`config.mk`:
```
export PLATFORM = sky130hd
export DESIGN_NAME = shift_seq_reg
export DESIGN_NICKNAME = d
export VERILOG_FILES = /design/src/rtl/shift_pkg.sv /design/src/rtl/sr_cell.sv /design/src/rtl/shift_seq_reg.sv
export SDC_FILE = /design/constraint.sdc
export NUM_CORES = 1
export LEC_CHECK = 0
export ABC_AREA = 1
export CAP_MARGIN = 20
export CORE_ASPECT_RATIO = 2
export CORE_MARGIN = 2
export CORE_UTILIZATION = 25
export DETAILED_ROUTE_END_ITERATION = 10
export MAX_ROUTING_LAYER = met4
export PLACE_DENSITY = 0.45
export SLEW_MARGIN = 40
export SYNTH_ARGS = -nofsm -noshare
export SYNTH_HDL_FRONTEND = slang
export SYNTH_SLANG_ARGS = --single-unit
```
`constraint.sdc`:
```
create_clock -name clk -period 1.2 [get_ports clk]
set_clock_uncertainty 0.05 [all_clocks]
set_input_delay 0.12 -clock clk [delete_from_list [all_inputs] [get_ports clk]]
set_output_delay 0.12 -clock clk [all_outputs]
set_load 0.005 [all_outputs]
```
`src/rtl/shift_pkg.sv`:
```
// Shared encodings for the sequential shift register: shift modes, FSM states
// and the per-bit cell select.
package shift_pkg;

   typedef enum logic [1:0] {
      MODE_LSR = 2'b00,
      MODE_ASR = 2'b01,
      MODE_LSL = 2'b10,
      MODE_ROR = 2'b11
   } mode_e;

   typedef enum logic [1:0] {
      ST_IDLE  = 2'b00,
      ST_SHIFT = 2'b01,
      ST_DONE  = 2'b10
   } state_e;

   // "Left" is the neighbour toward the MSB, "right" the one toward the LSB.
   typedef enum logic [1:0] {
      SEL_HOLD  = 2'b00,
      SEL_LOAD  = 2'b01,
      SEL_LEFT  = 2'b10,
      SEL_RIGHT = 2'b11
   } sel_e;

endpackage

```
`src/rtl/sr_cell.sv`:
```
// One bit of the shift register: a 4-way select feeding a flop with
// synchronous clear.
module sr_cell
   import shift_pkg::*;
(
   input  logic clk,
   input  logic clr,
   input  sel_e sel,
   input  logic load_d,
   input  logic left_d,
   input  logic right_d,
   output logic q
);

   logic q_q;
   logic q_d;

   always_comb begin
      q_d = q_q;
      case (sel)
         SEL_LOAD:  q_d = load_d;
         SEL_LEFT:  q_d = left_d;
         SEL_RIGHT: q_d = right_d;
         default:   q_d = q_q;
      endcase
   end

   always_ff @(posedge clk) begin
      if (clr) begin
         q_q <= 1'b0;
      end else begin
         q_q <= q_d;
      end
   end

   assign q = q_q;

endmodule

```
`src/rtl/shift_seq_reg.sv`:
```
// Multi-cycle shift register: loads in parallel, then performs one shift step
// per clock for a captured amount and mode, pulsing done at the end.
module shift_seq_reg
   import shift_pkg::*;
#(
   parameter  int N  = 16,
   localparam int AW = $clog2(N) + 1
) (
   input  logic          clk,
   input  logic          clr,
   input  logic          ld,
   input  logic [N-1:0]  in,
   input  logic          start,
   input  logic [AW-1:0] amt,
   input  logic [1:0]    mode,
   input  logic          sin,
   output logic [N-1:0]  out,
   output logic          sout,
   output logic          busy,
   output logic          done
);

   state_e        state_q, state_d;
   mode_e         mode_q, mode_d;
   logic [AW-1:0] cnt_q, cnt_d;
   logic          sout_q, sout_d;
   sel_e          sel;
   logic          fill_hi;
   logic [N-1:0]  cell_q;

   // Bit entering at the MSB on right-going modes.
   always_comb begin
      fill_hi = sin;
      case (mode_q)
         MODE_ASR: fill_hi = cell_q[N-1];
         MODE_ROR: fill_hi = cell_q[0];
         default:  fill_hi = sin;
      endcase
   end

   always_comb begin
      state_d = state_q;
      mode_d  = mode_q;
      cnt_d   = cnt_q;
      sout_d  = sout_q;
      sel     = SEL_HOLD;
      case (state_q)
         ST_IDLE: begin
            if (ld) begin
               sel = SEL_LOAD;
            end else if (start) begin
               mode_d  = mode_e'(mode);
               cnt_d   = amt;
               state_d = (amt == '0) ? ST_DONE : ST_SHIFT;
            end
         end
         ST_SHIFT: begin
            sel    = (mode_q == MODE_LSL) ? SEL_RIGHT : SEL_LEFT;
            sout_d = (mode_q == MODE_LSL) ? cell_q[N-1] : cell_q[0];
            cnt_d  = cnt_q - AW'(1);
            if (cnt_q == AW'(1)) begin
               state_d = ST_DONE;
            end
         end
         ST_DONE: state_d = ST_IDLE;
         default: state_d = ST_IDLE;
      endcase
   end

   always_ff @(posedge clk) begin
      if (clr) begin
         state_q <= ST_IDLE;
         mode_q  <= MODE_LSR;
         cnt_q   <= '0;
         sout_q  <= 1'b0;
      end else begin
         state_q <= state_d;
         mode_q  <= mode_d;
         cnt_q   <= cnt_d;
         sout_q  <= sout_d;
      end
   end

   genvar gi;
   generate
      for (gi = 0; gi < N; gi++) begin : g_cell
         logic left_in;
         logic right_in;
         if (gi == N - 1) begin : g_msb
            assign left_in = fill_hi;
         end else begin : g_mid_l
            assign left_in = cell_q[gi+1];
         end
         if (gi == 0) begin : g_lsb
            assign right_in = sin;
         end else begin : g_mid_r
            assign right_in = cell_q[gi-1];
         end
         sr_cell u_cell (
            .clk     (clk),
            .clr     (clr),
            .sel     (sel),
            .load_d  (in[gi]),
            .left_d  (left_in),
            .right_d (right_in),
            .q       (cell_q[gi])
         );
      end
   endgenerate

   assign out  = cell_q;
   assign sout = sout_q;
   assign busy = (state_q == ST_SHIFT);
   assign done = (state_q == ST_DONE);

endmodule

```
==> results of run 1 <==
layer usage:
metal	wire (um)	vias to the layer above	part of all wire
met5	0	-	0
met4	62	0	0.013
met3	129	4	0.027
met2	2870	34	0.59
met1	1770	788	0.37
li1	-	925	-
stage by stage:
stage / hold WS [ns] / worst slack [ns] / util / TNS [ns] / std cells
3_3_place_gp: 0.429 / -0.162 / 0.356 / -2.65 / 382
4_1_cts: 0.444 / -0.126 / 0.386 / -2.08 / 397
6_report: 0.453 / -0.0725 / 0.413 / -0.653 / 402
2_1_floorplan: 0.139 / 0.0297 / - / 0 / 252
3_5_place_dp: 0.432 / -0.196 / 0.356 / -2.94 / 382
5_1_grt: 0.480 / -0.137 / 0.413 / -2.34 / 402
tightest hold or removal path, stage by stage (launching register included):
cell and delay (ns):
dfxtp_1 0.33, nand2_1 0.08, a21oi_2 0.05
power groups by stage:
stage               Combinational, mW  Clock (mW)  Sequential, mW
floorplan                       0.571           0            1.07
global placement                0.992           0            1.09
detailed placement              0.999           0            1.09
CTS                              1.06       0.849            1.06
global route                     1.30       0.878            1.07
finish                           1.17       0.810            1.06
flip-flops by register name, indices dropped and copies added, names as in the netlist:
signal and count:
cnt_q 5, g_cell.u_cell.q 16, mode_q 2, sout 1, state_q 2
layout make-up:
cell class | instances | area [um^2] | share of cell area
clock buffer | 4 | 88.8 | 0.0341
inverter | 14 | 55.1 | 0.0211
multi-input combinational | 185 | 966 | 0.370
sequential | 26 | 548 | 0.210
tap | 86 | 108 | 0.0412
timing repair buffer | 87 | 843 | 0.323
cells in the final DEF, fill, tap and decap left out, types with 8 or more instances in the layout:
cell | netlist | routed
or2_4 | 0 | 9
nor2_1 | 14 | 8
inv_1 | 13 | 12
dlygate4sd2_1 | 0 | 18
o21ai_0 | 22 | 15
nand3_1 | 24 | 20
a21oi_1 | 22 | 20
buf_4 | 18 | 29
clkdlybuf4s50_1 | 0 | 27
dfxtp_2 | 0 | 19
nand2_1 | 77 | 72
worst paths after layout:
check,startpoint,end,slack [ns]
worst max-delay path,state_q[0]$_SDFFE_PP0P_,busy,-0.07
worst min-delay path,cnt_q[3]$_SDFFE_PP0P_,cnt_q[3]$_SDFFE_PP0P_,0.45
worst max register to register,state_q[0]$_SDFFE_PP0P_,g_cell[2].u_cell.q$_SDFFE_PP0P_,-0.07
worst min register to register,cnt_q[3]$_SDFFE_PP0P_,cnt_q[3]$_SDFFE_PP0P_,0.45
logic make-up (layout without fill, tap and decap cells):
group           Yosys count  in the layout  share of synthesized area
fa+ha+maj                 2              2                     0.0154
compound gates           46             46                      0.145
flops                    26             26                      0.321
buf+inv                  41            105                      0.142
simple gates            137            137                      0.376
timing repair:
item	in CTS	in global routing
endpoints found under the setup margin	43	26
buffers inserted	11	3
gates resized for setup	48	43
gates cloned	0	2
pin swaps	3	13
==> metrics.txt, run 1 <==
# TYPE chip_impl_metric gauge
chip_impl_metric{name="gr-usage-met2",unit=""} 0.259
chip_impl_metric{name="floorplan.core_area",unit="mm^2"} 0.00631
chip_impl_info{name="crit_path_start_kind",value="flop"} 1
chip_impl_metric{name="cp.arrival",unit="ns"} 1.10
chip_impl_metric{name="p_leak",unit="nW"} 1.18
chip_impl_metric{name="cts.hold.buffers_added",unit=""} 0
chip_impl_info{name="cpMaxStageDelayCell",value="dfxtp_4"} 1
chip_impl_metric{name="design.portCount",unit=""} 47
chip_impl_metric{name="crit_path_required_time",unit="ns"} 1.03
chip_impl_metric{name="via_per_inst",unit=""} 4.36
chip_impl_metric{name="clk_pin_slew",unit="ns"} 0.07
chip_impl_info{name="cp_top_family",value="buffers and inverters"} 1
chip_impl_metric{name="postLayoutSetupSlackWorst",unit="ns"} -0.0725
chip_impl_metric{name="grt_use_met3",unit=""} 0.00989
chip_impl_info{name="worstHoldPathType",value="reg -> reg"} 1
chip_impl_metric{name="grt_antenna_before_repair",unit=""} 0
chip_impl_metric{name="detailroute.via_count",unit=""} 1751
chip_impl_metric{name="tightestPinTransition",unit="ns"} 0.217
chip_impl_metric{name="die_w",unit="um"} 60.9
chip_impl_metric{name="pwr_per_cell_area",unit="mW/mm^2"} 1170
chip_impl_info{name="synthMostInstantiatedCell",value="nand2_1"} 1
chip_impl_metric{name="postSynthCellCount",unit=""} 252
chip_impl_metric{name="num_antenna_cells",unit=""} 0
chip_impl_info{name="cp-end-kind",value="output port"} 1
chip_impl_metric{name="internal_power",unit="mW"} 2.14
chip_impl_metric{name="ir_drop_worst_vdd",unit="V"} 0.000513
chip_impl_metric{name="critical_path_buf_inv_count",unit=""} 3
chip_impl_metric{name="total_switching_power",unit="mW"} 0.904
chip_impl_metric{name="synth-seq-area-share",unit=""} 0.321
chip_impl_metric{name="worstPathMaxFanout",unit=""} 3
chip_impl_metric{name="syn-num-nets",unit=""} 282
chip_impl_info{name="netlist_top_cells_area",value="dfxtp_1 32%, nand2_1 18%, buf_4 8.3%"} 1
chip_impl_metric{name="report.final.hold_viol_count",unit=""} 0
chip_impl_metric{name="number_of_h_tree_branching_levels",unit=""} 1
chip_impl_metric{name="clock-sinks",unit=""} 26
chip_impl_metric{name="maxClockFrequency",unit="MHz"} 786
chip_impl_metric{name="cp_num_cells",unit=""} 4
chip_impl_metric{name="slew_headroom",unit=""} 0.854
chip_impl_metric{name="switching_share",unit=""} 0.297
chip_impl_metric{name="post-route-period-util",unit=""} 1.06
chip_impl_metric{name="placement.cell_area",unit="mm^2"} 0.00225
chip_impl_metric{name="final_nets",unit=""} 347
chip_impl_metric{name="route.final.wire_length",unit="mm"} 4.83
chip_impl_metric{name="comb_power_share",unit=""} 0.385
chip_impl_metric{name="final_antenna_net_count",unit=""} 0
chip_impl_metric{name="area_growth_syn_to_layout",unit="%"} 61.0
chip_impl_metric{name="design.die.area",unit="mm^2"} 0.00718
chip_impl_metric{name="first_global_vias",unit=""} 1675
chip_impl_info{name="yosys-top-cells-count",value="77 x nand2_1, 26 x dfxtp_1, 24 x nand3_1"} 1
chip_impl_info{name="ys_dominant_reg_cell",value="dfxtp_1"} 1
chip_impl_info{name="rsz0062_at_grt",value="true"} 1
chip_impl_metric{name="grt_start_max_net_pins",unit=""} 31
chip_impl_metric{name="placement_rows",unit=""} 41
chip_impl_metric{name="grt.overflow.total",unit=""} 0
chip_impl_info{name="global_route.peak_usage_layer",value="met2"} 1
chip_impl_metric{name="total_number_of_yosys_warnings",unit=""} 0
chip_impl_metric{name="yosys.area.top_type_share",unit=""} 0.321
chip_impl_metric{name="drt_pass1_iterations",unit=""} 4
chip_impl_metric{name="largest_stage_delay_on_the_critical_path",unit="ns"} 0.37
chip_impl_info{name="post-synth-top-area-cell",value="dfxtp_1"} 1
chip_impl_metric{name="globalRouteMet1Util",unit=""} 0.152
chip_impl_metric{name="max_root_sink_buffers",unit=""} 2
chip_impl_info{name="outcome",value="complete, but fails checks"} 1
chip_impl_info{name="crit_type",value="reg -> out"} 1
chip_impl_metric{name="maxCapViolCount",unit=""} 0
chip_impl_metric{name="layout.filler_cells",unit=""} 670
chip_impl_metric{name="setup-violations-final",unit=""} 18
chip_impl_metric{name="layout-drive-gt1-share",unit=""} 0.329
chip_impl_metric{name="drt_first_iter_violations",unit=""} 42
chip_impl_metric{name="power.share.clock",unit=""} 0.266
chip_impl_metric{name="synth-seq-cells",unit=""} 26
chip_impl_metric{name="hpwl",unit="mm"} 3.53
chip_impl_metric{name="global_route.usage.total",unit=""} 0.141
chip_impl_metric{name="ys_types",unit=""} 22
chip_impl_metric{name="timing.final.crit_period",unit="ns"} 1.27
chip_impl_metric{name="final-max-slew-violation-count",unit=""} 0
chip_impl_metric{name="count_of_buffers_inserted_at_the_top_level_ports",unit=""} 46
chip_impl_metric{name="post-layout-total-power",unit="mW"} 3.04
chip_impl_metric{name="clk_latency",unit="ns"} 0.26
chip_impl_metric{name="floorplan.initialDensity",unit=""} 0.257
chip_impl_metric{name="die_h",unit="um"} 118
chip_impl_info{name="worstPathCellList",value="inv_4 > nor2_4 > buf_4 > dlygate4sd2_1"} 1
chip_impl_metric{name="grt_first_pass_wirelength",unit="mm"} 7.64
chip_impl_metric{name="globalplace.congestion",unit=""} 0.878
chip_impl_info{name="cts_root_buffer",value="clkbuf_16"} 1
chip_impl_info{name="violations_in_the_final_reports",value="negative setup slack"} 1
chip_impl_metric{name="drt_drc_violations_left",unit=""} 0
chip_impl_metric{name="synthesis.area_per_instance",unit="um^2"} 6.43
chip_impl_metric{name="hold_path_cell_cnt",unit=""} 2
chip_impl_metric{name="finalInstanceArea",unit="mm^2"} 0.00261
chip_impl_metric{name="cts-buffers-inserted",unit=""} 3
chip_impl_metric{name="async_flop_share",unit=""} 0
chip_impl_metric{name="synthesis.area",unit="mm^2"} 0.00162
chip_impl_metric{name="portion_of_total_power_attributed_to_sequential_cells",unit=""} 0.348
chip_impl_metric{name="r2r_cells",unit=""} 7
chip_impl_info{name="clock_tree_from_tritoncts",value="built"} 1
chip_impl_metric{name="number_of_flops_mapped_to_enable_cells_by_yosys",unit=""} 0
chip_impl_metric{name="wl_per_cell",unit="um"} 12.0
Note: power is estimated with default switching activity, not from simulation.
==> run 2: changes to the inputs <==
--- a/config.mk
+++ b/config.mk
@@ -7,12 +7,14 @@
 export LEC_CHECK = 0
 export ABC_AREA = 1
 export CAP_MARGIN = 20
+export CELL_PAD_IN_SITES_DETAIL_PLACEMENT = 1
+export CELL_PAD_IN_SITES_GLOBAL_PLACEMENT = 1
 export CORE_ASPECT_RATIO = 2
 export CORE_MARGIN = 2
-export CORE_UTILIZATION = 25
+export CORE_UTILIZATION = 29
 export DETAILED_ROUTE_END_ITERATION = 10
 export MAX_ROUTING_LAYER = met4
-export PLACE_DENSITY = 0.45
+export PLACE_DENSITY = 0.71
 export SLEW_MARGIN = 40
 export SYNTH_ARGS = -nofsm -noshare
 export SYNTH_HDL_FRONTEND = slang
==> run 2 against run 1 <==
Effect of this change:
- sequential power barely moved
- the flow still finishes with violations (negative setup slack)
- utilization increased by 8.7 points
- die area is 13% lower
- maximum frequency shrank 2.5%
- total power barely moved
- largest cell class unchanged
==> metrics.txt, run 2 (synthesized netlist as in run 1, its figures left out) <==
# TYPE chip_impl_metric gauge
chip_impl_metric{name="max_root_sink_buffers",unit=""} 2
chip_impl_info{name="worstPathCellList",value="inv_4 > nor2_4 > buf_8 > clkbuf_16 > or2_4 > nand2_2 > a21oi_1"} 1
chip_impl_metric{name="first_global_vias",unit=""} 1936
chip_impl_metric{name="grt_first_pass_wirelength",unit="mm"} 8.70
chip_impl_metric{name="p_leak",unit="nW"} 1.21
chip_impl_metric{name="placement.cell_area",unit="mm^2"} 0.00227
chip_impl_info{name="layout_commonest_cell",value="nand2_1"} 1
chip_impl_metric{name="slew_headroom",unit=""} 0.846
chip_impl_metric{name="r2r_cells",unit=""} 7
chip_impl_metric{name="drt_pass1_iterations",unit=""} 4
chip_impl_metric{name="report.final.hold_viol_count",unit=""} 0
chip_impl_metric{name="wl_per_cell",unit="um"} 15.9
chip_impl_metric{name="maxCapViolCount",unit=""} 0
chip_impl_metric{name="clk_pin_slew",unit="ns"} 0.10
chip_impl_metric{name="drt_drc_violations_left",unit=""} 0
chip_impl_info{name="crit_type",value="reg -> reg"} 1
chip_impl_info{name="worstHoldPathType",value="in -> reg"} 1
chip_impl_metric{name="post-route-period-util",unit=""} 1.09
chip_impl_info{name="worst_setup_path_endpoint",value="g_cell[13].u_cell.q$_SDFFE_PP0P_"} 1
chip_impl_metric{name="floorplan.core_area",unit="mm^2"} 0.00542
chip_impl_metric{name="final_antenna_net_count",unit=""} 0
chip_impl_metric{name="cp.arrival",unit="ns"} 1.42
chip_impl_metric{name="placement_rows",unit=""} 38
chip_impl_metric{name="design.portCount",unit=""} 47
chip_impl_metric{name="layout-drive-gt1-share",unit=""} 0.411
chip_impl_metric{name="timing.final.crit_period",unit="ns"} 1.30
chip_impl_metric{name="via_per_inst",unit=""} 5.02
chip_impl_metric{name="die_h",unit="um"} 110
chip_impl_metric{name="floorplan.initialDensity",unit=""} 0.299
chip_impl_metric{name="largest_reg_flops",unit=""} 16
chip_impl_info{name="cpMaxStageDelayCell",value="dfxtp_4"} 1
chip_impl_metric{name="critical_path_buf_inv_count",unit=""} 3
chip_impl_metric{name="cp_num_cells",unit=""} 7
chip_impl_metric{name="layout.filler_cells",unit=""} 692
chip_impl_metric{name="grt.overflow.total",unit=""} 0
chip_impl_metric{name="worstPathMaxFanout",unit=""} 7
chip_impl_info{name="crit_path_start",value="state_q[0]$_SDFFE_PP0P_"} 1
chip_impl_metric{name="clk_latency",unit="ns"} 0.28
chip_impl_metric{name="number_of_h_tree_branching_levels",unit=""} 1
chip_impl_metric{name="drt_first_iter_violations",unit=""} 39
chip_impl_metric{name="count_of_buffers_inserted_at_the_top_level_ports",unit=""} 46
chip_impl_metric{name="globalplace.congestion",unit=""} 0.805
chip_impl_metric{name="final_nets",unit=""} 352
chip_impl_metric{name="detailroute.via_count",unit=""} 1911
chip_impl_metric{name="clock-sinks",unit=""} 26
chip_impl_info{name="reg2reg_from",value="state_q[0]$_SDFFE_PP0P_"} 1
chip_impl_info{name="cts_root_buffer",value="clkbuf_8"} 1
chip_impl_metric{name="grt_start_max_net_pins",unit=""} 31
chip_impl_metric{name="multi_input_gate_area",unit="mm^2"} 0.00105
chip_impl_metric{name="tightestPinTransition",unit="ns"} 0.228
chip_impl_metric{name="area_growth_syn_to_layout",unit="%"} 67.5
chip_impl_metric{name="reg2reg_setup_slack",unit="ns"} -0.10
chip_impl_metric{name="num_antenna_cells",unit=""} 0
chip_impl_metric{name="final-max-slew-violation-count",unit=""} 0
chip_impl_metric{name="route.final.wire_length",unit="mm"} 6.06
chip_impl_metric{name="cts.hold.buffers_added",unit=""} 0
chip_impl_metric{name="setup-violations-final",unit=""} 23
chip_impl_metric{name="cts-buffers-inserted",unit=""} 3
chip_impl_info{name="clock_tree_from_tritoncts",value="built"} 1
chip_impl_info{name="violations_in_the_final_reports",value="negative setup slack"} 1
chip_impl_metric{name="post-layout-total-power",unit="mW"} 3.04
chip_impl_info{name="timing.rr.end",value="g_cell[13].u_cell.q$_SDFFE_PP0P_"} 1
chip_impl_info{name="crit_path_start_kind",value="flop"} 1
chip_impl_metric{name="hpwl",unit="mm"} 3.83
chip_impl_metric{name="ir_drop_worst_vdd",unit="V"} 0.000608
chip_impl_metric{name="fin_hold_ws",unit="ns"} 0.426
chip_impl_metric{name="finalInstanceArea",unit="mm^2"} 0.00271
chip_impl_metric{name="design.die.area",unit="mm^2"} 0.00624
chip_impl_metric{name="grt_antenna_before_repair",unit=""} 0
chip_impl_metric{name="postLayoutSetupSlackWorst",unit="ns"} -0.105
chip_impl_metric{name="pwr_per_cell_area",unit="mW/mm^2"} 1120
chip_impl_metric{name="die_w",unit="um"} 56.9
chip_impl_metric{name="largest_stage_delay_on_the_critical_path",unit="ns"} 0.38
chip_impl_info{name="outcome",value="complete, but fails checks"} 1
chip_impl_metric{name="crit_path_required_time",unit="ns"} 1.32
chip_impl_metric{name="global_route.usage.total",unit=""} 0.186
chip_impl_info{name="rsz0062_at_grt",value="true"} 1
chip_impl_info{name="cp_top_family",value="flip-flops"} 1
chip_impl_metric{name="maxClockFrequency",unit="MHz"} 766
chip_impl_info{name="final_cell_mix",value="61 x nand2_1, 33 x buf_4, 27 x clkdlybuf4s50_1, 20 x dfxtp_2, 19 x nand3_1"} 1
chip_impl_info{name="cp-end-kind",value="flop"} 1
chip_impl_metric{name="tns",unit="ns"} -1.09
chip_impl_metric{name="area.sequential",unit="um^2"} 553
run 2: worst reg2reg max path: cells and delay by family, from the launching register on:
| family | cells | cell delay, ns |
|---|---|---|
| DFF | 1 | 0.38 |
| buffers and inverters | 3 | 0.36 |
| and+or+nand+nor | 3 | 0.32 |
| AOI/OAI and AO/OA | 1 | 0.06 |
run 2: report_power, final:
part | switching [mW] | internal, mW
combinational | 0.635 | 0.734
clock | 0.313 | 0.295
sequential | 0.0775 | 0.989
total | 1.03 | 2.02
run 2: layout make-up:
class                           instances  area share
Clock buffer                            4      0.0203
Timing Repair Buffer                   92       0.340
Sequential cell                        26       0.204
Tap cell                               60      0.0277
Inverter                               14      0.0203
Multi-Input combinational cell        185       0.388
run 2: worst min-delay path by stage:
stage                                      from                     end  slack [ns]  cells past startpoint
after floorplan                             clr   cnt_q[0]$_SDFFE_PP0P_        0.14                      1
final                                     start  mode_q[0]$_SDFFE_PP0P_        0.43                      3
after global placement    cnt_q[4]$_SDFFE_PP0P_   cnt_q[4]$_SDFFE_PP0P_        0.42                      2
after global routing                    mode[1]  mode_q[1]$_SDFFE_PP0P_        0.45                      3
after CTS                 cnt_q[4]$_SDFFE_PP0P_   cnt_q[4]$_SDFFE_PP0P_        0.43                      2
after detailed placement  cnt_q[4]$_SDFFE_PP0P_   cnt_q[4]$_SDFFE_PP0P_        0.43                      2
run 2: repair_timing:
action,CTS,global route
cloned,2,2
gates resized for setup,71,58
pin swaps,11,23
endpoints found under the setup margin,42,27
setup buffers,11,1
run 2: through the flow:
stage          setup slack, ns  std cells  utilization
2_1_floorplan           0.0297        252            -
3_3_place_gp            -0.131        361        0.418
3_5_place_dp            -0.195        361        0.418
4_1_cts                -0.0914        378        0.461
5_1_grt                 -0.149        381        0.501
6_report                -0.105        381        0.501
run 2: routing by layer:
metal  GRT usage  vias up  wire length [um]
met5           -        -                 0
met4      0.0548        0               118
met3      0.0176        9               151
met2       0.392       42              3670
met1       0.166      926              2120
li1            -      934                 -
==> run 3: changes to the inputs <==
--- a/config.mk
+++ b/config.mk
@@ -6,7 +6,6 @@
 export NUM_CORES = 1
 export LEC_CHECK = 0
 export ABC_AREA = 1
-export CAP_MARGIN = 20
 export CELL_PAD_IN_SITES_DETAIL_PLACEMENT = 1
 export CELL_PAD_IN_SITES_GLOBAL_PLACEMENT = 1
 export CORE_ASPECT_RATIO = 2
==> results of run 3 <==
Final layout, timing and power as in run 2 (identical DEF).
